==> src/rtl/router_sync_n.sv <==
// N-channel router synchroniser: latches the header address, steers the write
// enable to one FIFO, muxes its full flag and times out unread FIFOs.

module router_sync_n_tmo #(
  parameter int TIMEOUT = 30
) (
  input  logic clk,
  input  logic resetn,
  input  logic stall,
  output logic soft_reset
);
  localparam int CW = $clog2(TIMEOUT + 1);

  logic [CW-1:0] cnt;

  // Count restarts at zero after each pulse so a persistent stall repeats
  // every TIMEOUT cycles; any non-stalled edge wipes the count.
  always_ff @(posedge clk or negedge resetn) begin
    if (!resetn) begin
      cnt        <= '0;
      soft_reset <= 1'b0;
    end else if (stall) begin
      if (cnt == CW'(TIMEOUT - 1)) begin
        cnt        <= '0;
        soft_reset <= 1'b1;
      end else begin
        cnt        <= cnt + 1'b1;
        soft_reset <= 1'b0;
      end
    end else begin
      cnt        <= '0;
      soft_reset <= 1'b0;
    end
  end
endmodule

module router_sync_n #(
  parameter int NUM_CH  = 3,
  parameter int ADDR_W  = 2,
  parameter int TIMEOUT = 30
) (
  input  logic              clk,
  input  logic              resetn,
  input  logic              detect_add,
  input  logic [ADDR_W-1:0] data_in,
  input  logic              write_enb_reg,
  input  logic [NUM_CH-1:0] full,
  input  logic [NUM_CH-1:0] empty,
  input  logic [NUM_CH-1:0] read_enb,
  output logic              fifo_full,
  output logic [NUM_CH-1:0] write_enb,
  output logic [NUM_CH-1:0] vld_out,
  output logic [NUM_CH-1:0] soft_reset,
  output logic              addr_err
);
  // One extra bit so NUM_CH == 2**ADDR_W still compares correctly.
  localparam logic [ADDR_W:0] CH_LIM = (ADDR_W + 1)'(NUM_CH);

  logic [ADDR_W-1:0] addr_reg;
  logic              addr_valid;
  logic              in_range;

  assign in_range = {1'b0, data_in} < CH_LIM;

  always_ff @(posedge clk or negedge resetn) begin
    if (!resetn) begin
      addr_reg   <= '0;
      addr_valid <= 1'b0;
      addr_err   <= 1'b0;
    end else if (detect_add) begin
      addr_reg   <= data_in;
      addr_valid <= in_range;
      addr_err   <= ~in_range;
    end
  end

  // Out-of-range addresses decode to nothing, so writes are dropped.
  always_comb begin
    write_enb = '0;
    fifo_full = 1'b0;
    for (int i = 0; i < NUM_CH; i++) begin
      if (addr_valid && addr_reg == ADDR_W'(i)) begin
        write_enb[i] = write_enb_reg;
        fifo_full    = full[i];
      end
    end
  end

  assign vld_out = ~empty;

  for (genvar g = 0; g < NUM_CH; g++) begin : g_ch
    router_sync_n_tmo #(.TIMEOUT(TIMEOUT)) u_tmo (
      .clk        (clk),
      .resetn     (resetn),
      .stall      (vld_out[g] & ~read_enb[g]),
      .soft_reset (soft_reset[g])
    );
  end
endmodule

==> config.mk <==
export PLATFORM = sky130hd
export DESIGN_NAME = router_sync_n
export DESIGN_NICKNAME = d
export VERILOG_FILES = /design/src/rtl/router_sync_n.sv
export SDC_FILE = /design/constraint.sdc
export NUM_CORES = 1
export LEC_CHECK = 0
export ABC_CLOCK_PERIOD_IN_PS = 1500
export CAP_MARGIN = 40
export CORE_ASPECT_RATIO = 1.4
export CORE_MARGIN = 2
export CORE_UTILIZATION = 46
export CTS_CLUSTER_SIZE = 14
export DETAILED_ROUTE_END_ITERATION = 7
export PLACE_DENSITY = 0.76
export RECOVER_POWER = 25
export SLEW_MARGIN = 10
export SYNTH_ARGS = -nofsm -noshare
export SYNTH_HDL_FRONTEND = slang
export SYNTH_SLANG_ARGS = --single-unit
==> constraint.sdc <==
create_clock -name clk -period 1.5 [get_ports clk]
set_clock_uncertainty 0.05 [all_clocks]
set_input_delay 0.225 -clock clk [delete_from_list [all_inputs] [get_ports clk]]
set_output_delay 0.225 -clock clk [all_outputs]
set_load 0.01 [all_outputs]
==> impl_metrics.csv, run 1 <==
group,metric,value,unit
outcome,status,"finished, violations left",
outcome,violations,"negative setup slack",
routing,drc,0,
logic_synthesis,synth_top_area_cell,"dfrtp_1",
sta,fin_crit,1570,ps
sta,fmax,639,MHz
floorplanning,coreArea,0.00200,mm^2
logic_synthesis,ys_types,19,
global_routing,overflow,0,
routing,ant_nets,0,
critical_path,path_delay_family,"buffers and inverters",
power,p_leak,0.634,nW
place,place_ws,-291,ps
routing,vias,754,
routing,routed_wl,1730,um
critical_path,setup.worst_path.end_class,"output pin",
logic_synthesis,seq_area_frac_synth,0.557,
logic_synthesis,synth_seq_cells,22,
clock_network,worstSkewPairLatency,290,ps
critical_path,cpMostUsedCell,"buf_4",
final_layout,final_cell_area,0.00131,mm^2
critical_path,path_cells,"buf_4 -> buf_4 -> nor3_1 -> buf_2",
floorplanning,die_w,43.2,um
critical_path,worst-path-buf-inv,3,
place,port_buffers,25,
power,power_density,824,mW/mm^2
routing,first_iter_violations,1,
global_routing,grt_pass1_vias,782,
sta,fin_crit_sh,1.04,
logic_synthesis,syn_area_per_cell,10.6,um^2
final_layout,fin_cells,147,
sta,finalSetupViolations,3,
sta,rsz0062_at_grt,"true",
final_layout,final_cell_mix,"dfrtp_1 (22), nor2_1 (18), clkdlybuf4s50_1 (16)",
flow_run,timing.max_cap.violations,0,
sta,slew_viol_final,0,
global_routing,antenna_found_initial,0,
clock_network,cts_made_buffers,3,
place,placedCellCount,140,
global_routing,grt_max_degree,23,
floorplanning,die_area,0.00254,mm^2
final_layout,syn2layout_area_growth,32.7,%
final_layout,fillers,170,
min_path,hold_path_class,"input port to async pin",
clock_network,cts_tree,"built",
critical_path,max_stage_delay,420,ps
critical_path,cp.required,1220,ps
sta,setup_ws,-65.5,ps
power,finalPower,0.00108,W
global_routing,grt_pass1_wl,3230,um
logic_synthesis,ys_warn_count,0,
clock_network,ctsRootBufferMaster,"clkbuf_4",
sta,tightest_slew,521,ps
place,place_area,0.00127,mm^2
floorplanning,start_util,0.495,
critical_path,cpMaxStageDelayCell,"dfrtp_1",
final_layout,seqCellArea,551,um^2
logic_synthesis,syn-num-nets,114,
clock_network,clockBufferDepth,2,
floorplanning,ios,26,
sta,hold_violations,0,
critical_path,r2r_slack,370,ps
logic_synthesis,synth_area,988,um^2
critical_path,reg2reg_depth,3,
final_layout,diodes,0,
place,place_congestion,0.706,
logic_synthesis,syn-instance-count,93,
clock_network,clk_pin_slew,110,ps
power,peakVddDrop,0.634,mV
global_routing,track_usage,0.163,
sta,maxSlewHeadroom,0.653,
final_layout,drive_gt1_frac,0.119,
clock_network,clock_sinks,22,
clock_network,cts_hold_buf,0,
clock_network,cts.htree.levels,1,
final_layout,largest_reg_flops,15,
routing,wl_per_cell,11.8,um
critical_path,cp.arrival,1290,ps
logic_synthesis,netlist.area_leader.share,0.557,
final_layout,multiInputGateArea,389,um^2
routing,viasPerCell,5.13,
critical_path,worstSetupPathType,"flip-flop to output pin",
final_layout,final_common_cell,"dfrtp_1",
critical_path,reg2reg_from,"addr_reg[1]",
place,hpwl,1380,um
final_layout,postLayoutCoreUtil,0.657,
critical_path,critPathLaunchType,"flip-flop",
routing,firstDrtPassIters,3,
floorplanning,die_height,58.9,um
logic_synthesis,synthTopCellsByArea,"dfrtp_1 (56%), ha_1 (7.6%), nor2_1 (6.8%), xor2_1 (5.3%), nand3_1 (3.5%)",
floorplanning,core.rowCount,19,
critical_path,reg2reg_to,"addr_reg[1]",
critical_path,cp_max_fo,3,
final_layout,nNetsFinal,148,
## worst max path at each step
| stage | startpoint | to | slack (ps) | cells after the start |
|---|---|---|---|---|
| global placement | write_enb_reg | write_enb[2] | -280 | 4 |
| detailed placement | write_enb_reg | write_enb[1] | -290 | 4 |
| global route | addr_reg[1] | fifo_full | -150 | 5 |
| finish | addr_reg[1] | write_enb[0] | -70 | 4 |
| CTS | addr_reg[1] | fifo_full | -80 | 5 |
| floorplan | addr_reg[1] | fifo_full | 420 | 3 |
## cell type report
class / count / area share
clock buffers: 4 / 0.0277
inverters: 7 / 0.0200
multi-input cells: 61 / 0.297
flip-flops and latches: 22 / 0.420
well taps: 21 / 0.0200
repair buffers: 32 / 0.216
## power by group
| part | leakage, nW | switching [W] | total [W] | internal (W) |
|---|---|---|---|---|
| logic | 0.319 | 0.0000617 | 0.000146 | 0.0000841 |
| registers | 0.295 | 0.0000162 | 0.000626 | 0.000610 |
| clock network | 0.0210 | 0.000161 | 0.000309 | 0.000148 |
| total | 0.634 | 0.000239 | 0.00108 | 0.000842 |
## cells by family (layout without fill, tap and decap cells)
family,Yosys count,count (layout),share of synthesized area
and+or+nand+nor,40,40,0.187
DFF,22,22,0.557
buffers and inverters,10,43,0.0494
xor gates and xnor gates,9,9,0.0798
adders and majority gates,6,6,0.0759
AOI/OAI and AO/OA,3,3,0.0177
muxes,3,3,0.0329
## layer usage
metal,wire [um],share of wire,GRT usage
met1,649,0.37,0.187
met2,964,0.56,0.301
met3,102,0.059,0.0307
met4,16,0.0092,0.0519
met5,0,0,0
## per-stage QoR
stage | hold slack (ps) | setup TNS [ps]
floorplan | -121 | 0
global placement | 428 | -1020
detailed placement | 444 | -1130
CTS | 222 | -157
global route | 426 | -373
finish | 374 | -152
## worst register-to-register path, delay by kind of cell, from the launching register on
| family | cells | cell delay, ps |
|---|---|---|
| mux | 1 | 280 |
| flops | 1 | 420 |
| buf+inv | 2 | 280 |
## cell usage after synthesis
| library cell | n |
|---|---|
| mux2i_1 | 1 |
| nand4_1 | 3 |
| o21ai_0 | 1 |
| nand3_1 | 7 |
| mux2_1 | 2 |
| dfrtp_1 | 22 |
| and2_1 | 1 |
| xnor2_1 | 3 |
| buf_4 | 3 |
| o21ai_1 | 1 |
| inv_1 | 7 |
| nor2_1 | 18 |
| nand2_1 | 4 |
| nand3b_1 | 1 |
| ha_1 | 6 |
| xor2_1 | 6 |
| o21a_1 | 1 |
| nor3_1 | 4 |
| nor3b_1 | 2 |
## timing repair
item	in CTS	in global routing
resized for setup	20	1
setup buffers	3	0
pin swaps	2	1
setup endpoints to repair	7	5
No activity file was read; power rests on OpenSTA's default activity.
==> run 2, diff against run 1 <==
CORE_UTILIZATION = 40   (was 46)
CTS_CLUSTER_SIZE = default   (was 14)
PLACE_DENSITY = 0.68   (was 0.76)
==> run 2 against run 1 <==
Compared with the run above: the run still ends with negative setup slack left; maximum frequency up 3.6%; power down 6.9%; sequential power about the same; critical path type unchanged; largest power group unchanged.
==> impl_metrics.csv, run 2 (synthesis gave the netlist of run 1 again) <==
group,metric,value,unit
critical_path,startpoint,"addr_reg[1]",
floorplanning,core.rowCount,21,
routing,first_iter_violations,19,
critical_path,cp_max_fo,4,
routing,firstDrtPassIters,3,
global_routing,track_usage,0.139,
final_layout,diodes,0,
critical_path,cpMaxStageDelayCell,"dfrtp_1",
sta,tightest_slew,523,ps
floorplanning,die_height,62.8,um
floorplanning,die_area,0.00289,mm^2
power,finalPower,0.00101,W
routing,ant_nets,0,
place,place_congestion,0.699,
place,place_ws,-308,ps
routing,viasPerCell,5.05,
final_layout,postLayoutCoreUtil,0.546,
sta,fmax,662,MHz
global_routing,overflow,0,
place,port_buffers,25,
global_routing,grt_max_degree,23,
sta,fin_crit,1510,ps
critical_path,worst-path-buf-inv,1,
sta,hold_ws,379,ps
floorplanning,start_util,0.418,
floorplanning,coreArea,0.00236,mm^2
final_layout,nNetsFinal,146,
sta,fin_crit_sh,1.01,
sta,hold_violations,0,
clock_network,clockBufferDepth,2,
critical_path,cp.arrival,1240,ps
clock_network,clk_pin_slew,100,ps
final_layout,final_common_cell,"dfrtp_1",
clock_network,cts_made_buffers,3,
outcome,violations,"negative setup slack",
sta,setup_ws,-11.6,ps
clock_network,cts.htree.levels,1,
global_routing,antenna_found_initial,0,
final_layout,final_cell_mix,"dfrtp_1 (22), nor2_1 (18), clkdlybuf4s50_1 (16)",
power,peakVddDrop,0.588,mV
flow_run,timing.max_cap.violations,0,
final_layout,syn2layout_area_growth,30.6,%
critical_path,path_delay_family,"flip-flops",
clock_network,clock_sinks,22,
routing,routed_wl,1710,um
critical_path,reg2reg_from,"g_ch[2].u_tmo.cnt[0]",
final_layout,largest_reg_flops,15,
global_routing,grt_pass1_wl,3010,um
critical_path,path_cells,"mux2i_1 -> o21ai_1 -> and2_1 -> buf_2",
outcome,status,"finished, violations left",
power,p_leak,0.620,nW
min_path,hold_path_class,"input port to async pin",
routing,wl_per_cell,11.7,um
routing,vias,737,
global_routing,grt_pass1_vias,769,
critical_path,critPathLaunchType,"flip-flop",
floorplanning,ios,26,
clock_network,worstSkewPairLatency,290,ps
critical_path,worstSetupPathType,"flip-flop to output pin",
clock_network,cts_tree,"built",
clock_network,cts_hold_buf,0,
floorplanning,die_w,46.0,um
sta,rsz0062_at_grt,"true",
sta,maxSlewHeadroom,0.651,
critical_path,setup.worst_path.end_class,"output pin",
power,power_density,779,mW/mm^2
sta,slew_viol_final,0,
final_layout,drive_gt1_frac,0.114,
critical_path,max_stage_delay,410,ps
place,hpwl,1350,um
critical_path,cp.required,1220,ps
sta,finalSetupViolations,1,
clock_network,ctsRootBufferMaster,"clkbuf_4",
routing,drc,0,
==> run 2: stage by stage <==
stage	TNS (ps)	cell area, um^2	instances
final	-11.6	1290	146
after global routing	-193	1290	146
after floorplan	0	988	93
after detailed placement	-1140	1270	142
after global placement	-1020	1270	142
after CTS	-30.0	1280	146
==> run 2: path summary, 6_finish.rpt <==
kind	endpoint	slack, ps	cells past startpoint
max in group asynchronous	g_ch[2].u_tmo.cnt[2]	670	2
max	fifo_full	-10	4
min in group clk	g_ch[0].u_tmo.soft_reset	450	2
max reg2reg	g_ch[2].u_tmo.cnt[4]	360	4
min reg2reg	g_ch[2].u_tmo.cnt[0]	450	1
min	g_ch[2].u_tmo.cnt[4]	380	2
==> run 2: repair_timing <==
item                                    CTS  global route
setup buffers                             1             0
resized for setup                        19             3
endpoints found under the setup margin    7             5
pin swaps                                 0             2
gates cloned                              0             0
==> run 2: power breakdown <==
group	leakage, nW	total (W)	switching [W]	internal (W)
sequential	0.295	0.000627	0.0000171	0.000610
combinational	0.311	0.000139	0.0000610	0.0000779
clock	0.0138	0.000240	0.000147	0.0000932
total	0.620	0.00101	0.000225	0.000781
==> run 2: final cells by class <==
| type | instances | area, um^2 |
|---|---|---|
| repair buffers | 30 | 264 |
| inverters | 7 | 26.3 |
| flip-flops and latches | 22 | 551 |
| well taps | 23 | 28.8 |
| multi-input cells | 61 | 399 |
| clock buffers | 3 | 22.5 |
| fillers | 216 | 1070 |
==> run 2: metal layers <==
| metal | wire [um] | track usage | vias to the layer above |
|---|---|---|---|
| met5 | 0 | 0 | - |
| met4 | 18 | 0.0643 | 0 |
| met3 | 97 | 0.0289 | 2 |
| met2 | 922 | 0.240 | 18 |
| met1 | 674 | 0.154 | 351 |
| li1 | - | - | 366 |
